**src/rtl/sp_sweep_pkg.sv**
```systemverilog
`default_nettype none
// ============================================================================
//  Module      : sp_sweep_pkg
//  Description : Shared types and helpers for the S-parameter sweep sequencer:
//                the sweep state enum, default widths and the port-count clamp.
//  Revision    : 1.0 - initial release
// ============================================================================
package sp_sweep_pkg;

    localparam int DEF_FREQ_W    = 32;
    localparam int DEF_IDX_W     = 16;
    localparam int DEF_MAX_PORTS = 4;
    localparam int DEF_PORT_W    = 3;
    localparam int DEF_SETTLE_W  = 16;

    typedef enum logic [2:0] {
        S_IDLE    = 3'd0,
        S_SET     = 3'd1,
        S_SETTLE  = 3'd2,
        S_MEASURE = 3'd3,
        S_NEXT    = 3'd4,
        S_FINISH  = 3'd5
    } sweep_state_t;

    // A request for zero ports still excites one port; more than the fabric
    // supports is limited to the highest port number.
    function automatic int clamp_ports(input int requested, input int max_ports);
        if (requested < 1) begin
            return 1;
        end
        if (requested > max_ports) begin
            return max_ports;
        end
        return requested;
    endfunction

endpackage
`default_nettype wire

```
**src/rtl/sp_freq_accum.sv**
```systemverilog
`default_nettype none
// ============================================================================
//  Module      : sp_freq_accum
//  Description : Source frequency accumulator. Loads a start value, adds the
//                step on request and keeps a sticky flag for any carry-out.
//  Ports       : clk, rst_n      - clock, async active-low reset
//                load_i/load_val_i - load accumulator (start or reload)
//                clr_ovf_i       - clear the sticky wrap flag
//                step_i/step_val_i - add one frequency step
//                freq_o, ovf_o   - current frequency, sticky wrap flag
//  Revision    : 1.0 - initial release
// ============================================================================
module sp_freq_accum
    import sp_sweep_pkg::*;
#(
    parameter int FREQ_W = DEF_FREQ_W
) (
    input  logic              clk,
    input  logic              rst_n,
    input  logic              load_i,
    input  logic [FREQ_W-1:0] load_val_i,
    input  logic              clr_ovf_i,
    input  logic              step_i,
    input  logic [FREQ_W-1:0] step_val_i,
    output logic [FREQ_W-1:0] freq_o,
    output logic              ovf_o
);

    logic [FREQ_W-1:0] freq_q;
    logic              ovf_q;
    logic [FREQ_W:0]   sum_w;

    // One extra bit captures the carry-out of the modular add.
    assign sum_w = {1'b0, freq_q} + {1'b0, step_val_i};

    always_ff @(posedge clk or negedge rst_n) begin
        if (!rst_n) begin
            freq_q <= '0;
            ovf_q  <= 1'b0;
        end else begin
            if (load_i) begin
                freq_q <= load_val_i;
            end else if (step_i) begin
                freq_q <= sum_w[FREQ_W-1:0];
            end
            if (clr_ovf_i) begin
                ovf_q <= 1'b0;
            end else if (step_i && !load_i && sum_w[FREQ_W]) begin
                ovf_q <= 1'b1;
            end
        end
    end

    assign freq_o = freq_q;
    assign ovf_o  = ovf_q;

endmodule
`default_nettype wire

```
**src/rtl/sp_sweep_sequencer.sv**
```systemverilog
`default_nettype none
// ============================================================================
//  Module      : sp_sweep_sequencer
//  Description : Multi-port S-parameter sweep sequencer. Walks a frequency
//                grid and a set of ports (either loop order), driving the
//                source, waiting a settle time and handing each step to the
//                receiver through a meas_req/meas_ack handshake.
//  Ports       : clk, rst_n                  - clock, async active-low reset
//                start, abort                - sweep control
//                f_start, f_step, n_points,
//                n_ports, settle_cycles      - sweep configuration (latched)
//                src_freq, src_port, src_en  - source control
//                meas_req / meas_ack         - receiver handshake
//                point_idx, busy, done,
//                aborted, freq_ovf           - status
//  Revision    : 1.0 - initial release
// ============================================================================
module sp_sweep_sequencer
    import sp_sweep_pkg::*;
#(
    parameter int FREQ_W     = DEF_FREQ_W,
    parameter int IDX_W      = DEF_IDX_W,
    parameter int MAX_PORTS  = DEF_MAX_PORTS,
    parameter int PORT_W     = DEF_PORT_W,
    parameter int SETTLE_W   = DEF_SETTLE_W,
    parameter bit FREQ_OUTER = 1'b1
) (
    input  logic                clk,
    input  logic                rst_n,
    input  logic                start,
    input  logic                abort,
    input  logic [FREQ_W-1:0]   f_start,
    input  logic [FREQ_W-1:0]   f_step,
    input  logic [IDX_W-1:0]    n_points,
    input  logic [PORT_W-1:0]   n_ports,
    input  logic [SETTLE_W-1:0] settle_cycles,
    output logic [FREQ_W-1:0]   src_freq,
    output logic [PORT_W-1:0]   src_port,
    output logic                src_en,
    output logic                meas_req,
    input  logic                meas_ack,
    output logic [IDX_W-1:0]    point_idx,
    output logic                busy,
    output logic                done,
    output logic                aborted,
    output logic                freq_ovf
);

    sweep_state_t        state_q, state_d;
    logic [FREQ_W-1:0]   fstart_q, fstart_d;
    logic [FREQ_W-1:0]   fstep_q, fstep_d;
    logic [IDX_W-1:0]    npts_q, npts_d;
    logic [IDX_W-1:0]    pt_q, pt_d;
    logic [PORT_W-1:0]   nports_q, nports_d;
    logic [PORT_W-1:0]   port_q, port_d;
    logic [SETTLE_W-1:0] settle_q, settle_d;
    logic [SETTLE_W-1:0] cnt_q, cnt_d;
    logic                done_q, aborted_q;

    logic                acc_clr, acc_reload, acc_step;
    logic                last_port, last_pt, in_step;

    always_comb begin
        state_d    = state_q;
        fstart_d   = fstart_q;
        fstep_d    = fstep_q;
        npts_d     = npts_q;
        pt_d       = pt_q;
        nports_d   = nports_q;
        port_d     = port_q;
        settle_d   = settle_q;
        cnt_d      = cnt_q;
        acc_clr    = 1'b0;
        acc_reload = 1'b0;
        acc_step   = 1'b0;
        last_port  = (port_q == nports_q);
        last_pt    = (pt_q == npts_q - IDX_W'(1));

        case (state_q)
            S_IDLE: begin
                if (start) begin
                    fstart_d = f_start;
                    fstep_d  = f_step;
                    npts_d   = n_points;
                    nports_d = PORT_W'(clamp_ports(int'(n_ports), MAX_PORTS));
                    settle_d = settle_cycles;
                    pt_d     = '0;
                    port_d   = PORT_W'(1);
                    acc_clr  = 1'b1;
                    state_d  = (n_points == '0) ? S_FINISH : S_SET;
                end
            end
            S_SET: begin
                if (settle_q == '0) begin
                    state_d = S_MEASURE;
                end else begin
                    // Counter runs settle-1 .. 0, giving exactly settle cycles.
                    cnt_d   = settle_q - SETTLE_W'(1);
                    state_d = S_SETTLE;
                end
            end
            S_SETTLE: begin
                if (cnt_q == '0) begin
                    state_d = S_MEASURE;
                end else begin
                    cnt_d = cnt_q - SETTLE_W'(1);
                end
            end
            S_MEASURE: begin
                if (meas_ack) begin
                    state_d = S_NEXT;
                end
            end
            S_NEXT: begin
                if (last_port && last_pt) begin
                    state_d = S_FINISH;
                end else begin
                    state_d = S_SET;
                    if (FREQ_OUTER) begin
                        if (!last_port) begin
                            port_d = port_q + PORT_W'(1);
                        end else begin
                            port_d   = PORT_W'(1);
                            pt_d     = pt_q + IDX_W'(1);
                            acc_step = 1'b1;
                        end
                    end else begin
                        if (!last_pt) begin
                            pt_d     = pt_q + IDX_W'(1);
                            acc_step = 1'b1;
                        end else begin
                            // New port restarts the frequency grid.
                            pt_d       = '0;
                            port_d     = port_q + PORT_W'(1);
                            acc_reload = 1'b1;
                        end
                    end
                end
            end
            S_FINISH: begin
                state_d = S_IDLE;
            end
            default: begin
                state_d = S_IDLE;
            end
        endcase

        // Abort overrides any step/reload decided above.
        if (abort && (state_q != S_IDLE)) begin
            state_d    = S_IDLE;
            acc_step   = 1'b0;
            acc_reload = 1'b0;
        end
    end

    always_ff @(posedge clk or negedge rst_n) begin
        if (!rst_n) begin
            state_q   <= S_IDLE;
            fstart_q  <= '0;
            fstep_q   <= '0;
            npts_q    <= '0;
            pt_q      <= '0;
            nports_q  <= '0;
            port_q    <= '0;
            settle_q  <= '0;
            cnt_q     <= '0;
            done_q    <= 1'b0;
            aborted_q <= 1'b0;
        end else begin
            state_q   <= state_d;
            fstart_q  <= fstart_d;
            fstep_q   <= fstep_d;
            npts_q    <= npts_d;
            pt_q      <= pt_d;
            nports_q  <= nports_d;
            port_q    <= port_d;
            settle_q  <= settle_d;
            cnt_q     <= cnt_d;
            done_q    <= (state_q == S_FINISH) && !abort;
            aborted_q <= abort && (state_q != S_IDLE);
        end
    end

    sp_freq_accum #(
        .FREQ_W (FREQ_W)
    ) u_accum (
        .clk        (clk),
        .rst_n      (rst_n),
        .load_i     (acc_clr | acc_reload),
        .load_val_i (acc_clr ? f_start : fstart_q),
        .clr_ovf_i  (acc_clr),
        .step_i     (acc_step),
        .step_val_i (fstep_q),
        .freq_o     (src_freq),
        .ovf_o      (freq_ovf)
    );

    assign in_step   = (state_q == S_SET) || (state_q == S_SETTLE) ||
                       (state_q == S_MEASURE) || (state_q == S_NEXT);
    assign busy      = in_step;
    assign src_en    = in_step;
    assign src_port  = in_step ? port_q : '0;
    assign meas_req  = (state_q == S_MEASURE);
    assign point_idx = pt_q;
    assign done      = done_q;
    assign aborted   = aborted_q;

endmodule
`default_nettype wire

```
**config.mk**
```make
export PLATFORM = sky130hd
export DESIGN_NAME = sp_sweep_sequencer
export DESIGN_NICKNAME = d
export VERILOG_FILES = /design/src/rtl/sp_sweep_pkg.sv /design/src/rtl/sp_freq_accum.sv /design/src/rtl/sp_sweep_sequencer.sv
export SDC_FILE = /design/constraint.sdc
export NUM_CORES = 1
export LEC_CHECK = 0
export ABC_AREA = 1
export CELL_PAD_IN_SITES_DETAIL_PLACEMENT = 1
export CELL_PAD_IN_SITES_GLOBAL_PLACEMENT = 1
export CORE_ASPECT_RATIO = 1.2
export CORE_UTILIZATION = 40
export DETAILED_ROUTE_END_ITERATION = 8
export PLACE_DENSITY_LB_ADDON = 0.12
export SLEW_MARGIN = 20
export SYNTH_ARGS = -nofsm -noshare
export SYNTH_HDL_FRONTEND = slang
export SYNTH_SLANG_ARGS = --single-unit
```
**constraint.sdc**
```tcl
create_clock -name clk -period 3.5 [get_ports clk]
set_input_delay 0.7 -clock clk [delete_from_list [all_inputs] [get_ports clk]]
set_output_delay 0.7 -clock clk [all_outputs]
set_load 0.1 [all_outputs]
```
==> results.tsv <==
metric	value	unit
Synth Area in XOR/XNOR	4.404	%
switch share	55.03	%
Overflow after GRT	0	
Synth Area in Adders	5.033	%
crit share post-route	82.76	%
critical-path cell list	inv_2 -> nor2_2 -> nand2_1 -> buf_4 -> nand2_1 -> nor3_1 -> inv_1 -> buf_4	
slowest cell on the critical path	dfrtp_1	
Post-synth EDFFs	0	
Area growth, synth to finish	24.39	%
Critical Path AT	2200	ps
Logic pwr share	62.1	%
Post-CTS Setup Repair Bufs	0	
RSZ-0062 raised after global routing	no	
clock power share	14.0	%
status	completed	
Placer Congestion	0.9688	
post-synthesis async set-or-reset flop share	100.0	%
clk_lat worst skew	420	ps
NumNets Final	1637	
vias in the first global route	9746	
vias	9323	
CTS tree	done	
switching power	6.654	mW
register area	3503	um^2
register share of total power	23.9	%
peak supply drop	664.0	uV
Die X	141.5	um
initial core utilization	41.23	%
Distinct cells, synth	47	
max incr delay on CP	420	ps
Max clock buf depth	2	
Die Ht	169.5	um
met1 Track Usage GR	30.48	%
Layout fillers	2937	
M3 GR Usage	3.781	%
Post-Synth Simple-Gate Area	37.67	%
largest family of logic cells by synthesized area	simple AND/OR/NAND/NOR gates	
Synth top area share	37.48	%
DRC viols	0	
clk root buf	clkbuf_16	
internal power	5.438	mW
drt wl/cell	16.58	um
Worst-path clk slew	60	ps
synth cell count leaders	nand2_1, dfrtp_1, inv_1, nand3_1, nor2_1	
maxcap violations	0	
fmax	345.2	MHz
Cells after Synth	1345	
Startpoint Class	flip-flop	
HP Class	in2async	
Buffers & Inverters on Critical Path	4	
syn nets	1486	
multiplexer share of the synthesized area	0	%
CP required	2800	ps
GRT met2 Usage	48.60	%
largest net degree at the start of global routing	59	
site row count	60	
yosys warns	0	
Clock Skew	13.62	ps
post-DR vias/cell	5.131	
Initial DRC Count	372	
first-pass GRT wire length	49330	um
Slew @ Worst Pin	977.6	ps
Mean Syn Cell Area	6.949	um^2
Sum Neg Setup Slack	0	ps
CP Capture Type	primary output	
area leader, netlist	dfrtp_1	
Max FO, Critical Path	28	
Max Slew Vio Count	0	
Cell Pwr Density	1040	nW/um^2
CTS Sinks	140	
top post-synthesis cells by area	dfrtp_1, nand2_1, nand3_1	
Mapped Area	9346	um^2
GRT Overall Usage	26.18	%
port bufs	160	
DRT Pass-1 Iters	4	
max_slew headroom	34.62	%
critical path class	reg2out	
post-CTS resize count	0	
Seq/Total Area, Yosys	37.48	%
Total Routed Length	30120	um
Leak	5.773	nW
register bit count reported by yosys	140	
final setup fails	0	
Num CTS Buffers	17	
hold_buf cts	0	
full die area	23980	um^2
Compound-Gate Fraction of Synth Area	8.086	%
Final Power	12.09	mW
Tmin final	2897	ps
most frequent cell after synthesis	nand2_1	
number of antenna violations at the first check in global routing	0	
Post-synth top flop	dfrtp_1	
num ports	161	
DP HPWL	23690	um
Crit path max-delay family	buffers and inverters	
antenna-violating nets left	0	
final hold vios	0	
layout cell share with drive strength beyond 1	9.290	%
Core Region	22670	um^2
Ant. Diodes	0	
multi-input logic area	5161	um^2
H-Tree Level Count	4	
busiest grt layer	met2	
[kinds of logic (layout without fill, tap and decap cells)]
kind of cell / after synthesis / count (layout)
fa+ha+maj: 37 / 37
buf+inv: 162 / 324
xor+xnor: 47 / 47
simple gates: 825 / 825
compound gates: 134 / 134
flops: 140 / 140
[power by group through the flow]
stage                     sequential [mW]  clock (mW)  combinational [mW]
after detailed placement             2.91           0                7.49
after floorplan                      4.03           0                4.39
after global routing                 2.98        1.80                8.29
after CTS                            2.89        1.73                7.56
after global placement               2.89           0                7.34
final                                2.89        1.70                7.51
[cells in the final DEF (no fill, tap or decap), drive strengths merged, types with 6 or more instances in the layout]
cell type / synthesis / routed
nand2: 510 / 510
dfrtp: 140 / 140
inv: 122 / 123
nor2: 123 / 123
nand3: 120 / 120
clkdlybuf4s50: 0 / 107
o21ai: 65 / 65
buf: 19 / 63
a21oi: 38 / 38
ha: 36 / 36
xor2: 33 / 33
nand4: 23 / 23
nor3: 21 / 21
clkbuf: 19 / 20
xnor2: 14 / 14
or2: 9 / 9
nor4: 8 / 8
clkinv: 2 / 8
a31oi: 6 / 6
a21o: 6 / 6
[registers in the layout, summed over array words and instances, names as in the netlist, 16 cells and up]
register        count
settle_q           16
u_accum.freq_o     32
npts_q             16
fstep_q            32
point_idx          16
cnt_q              16
[final timing paths]
| check | startpoint | endpoint | slack [ps] | cells after the start |
|---|---|---|---|---|
| worst max register to register | u_accum.freq_o[0]$_DFFE_PN0P_ | u_accum.freq_o[30]$_DFFE_PN0P_ | 780 | 16 |
| worst max-delay path | state_q[1]$_DFFE_PN0P_ | busy | 600 | 8 |
| worst min-delay path | rst_n | point_idx[0]$_DFFE_PN0P_ | 230 | 1 |
| worst min register to register | fstep_q[17]$_DFFE_PN0P_ | fstep_q[17]$_DFFE_PN0P_ | 490 | 2 |
| max in group asynchronous | rst_n | u_accum.freq_o[31]$_DFFE_PN0P_ | 2350 | 2 |
| min in group clk | fstep_q[17]$_DFFE_PN0P_ | fstep_q[17]$_DFFE_PN0P_ | 490 | 2 |
[metal layers]
metal  wire [um]  vias up
li1            -     4625
met4         791        0
met2       15640      167
met3         975       50
met5           0        -
met1       12710     4481
[area by class of cell]
cell class / instances / area share, %
multi-input combinational: 1043 / 44.39
sequential: 140 / 30.13
timing repair buffer: 170 / 13.53
clock buffer: 20 / 4.014
inverter: 124 / 4.003
tap: 310 / 3.336
clock inverter: 10 / 0.5919
[stage by stage]
| step | std cells | instance area, um^2 | setup WS, ps | utilization, % | hold WS [ps] |
|---|---|---|---|---|---|
| final | 1817 | 11630 | 603.4 | 51.28 | 234.8 |
| after global routing | 1817 | 11630 | 406.3 | 51.28 | 274.5 |
| after CTS | 1817 | 11630 | 597.2 | 51.28 | 265.9 |
| after detailed placement | 1787 | 11090 | 834.2 | 48.92 | 471.9 |
| after global placement | 1787 | 11090 | 953.6 | 48.92 | 470.4 |
| after floorplan | 1345 | 9346 | 116.3 | - | 404.4 |
Note: power is estimated with default switching activity, not from simulation.
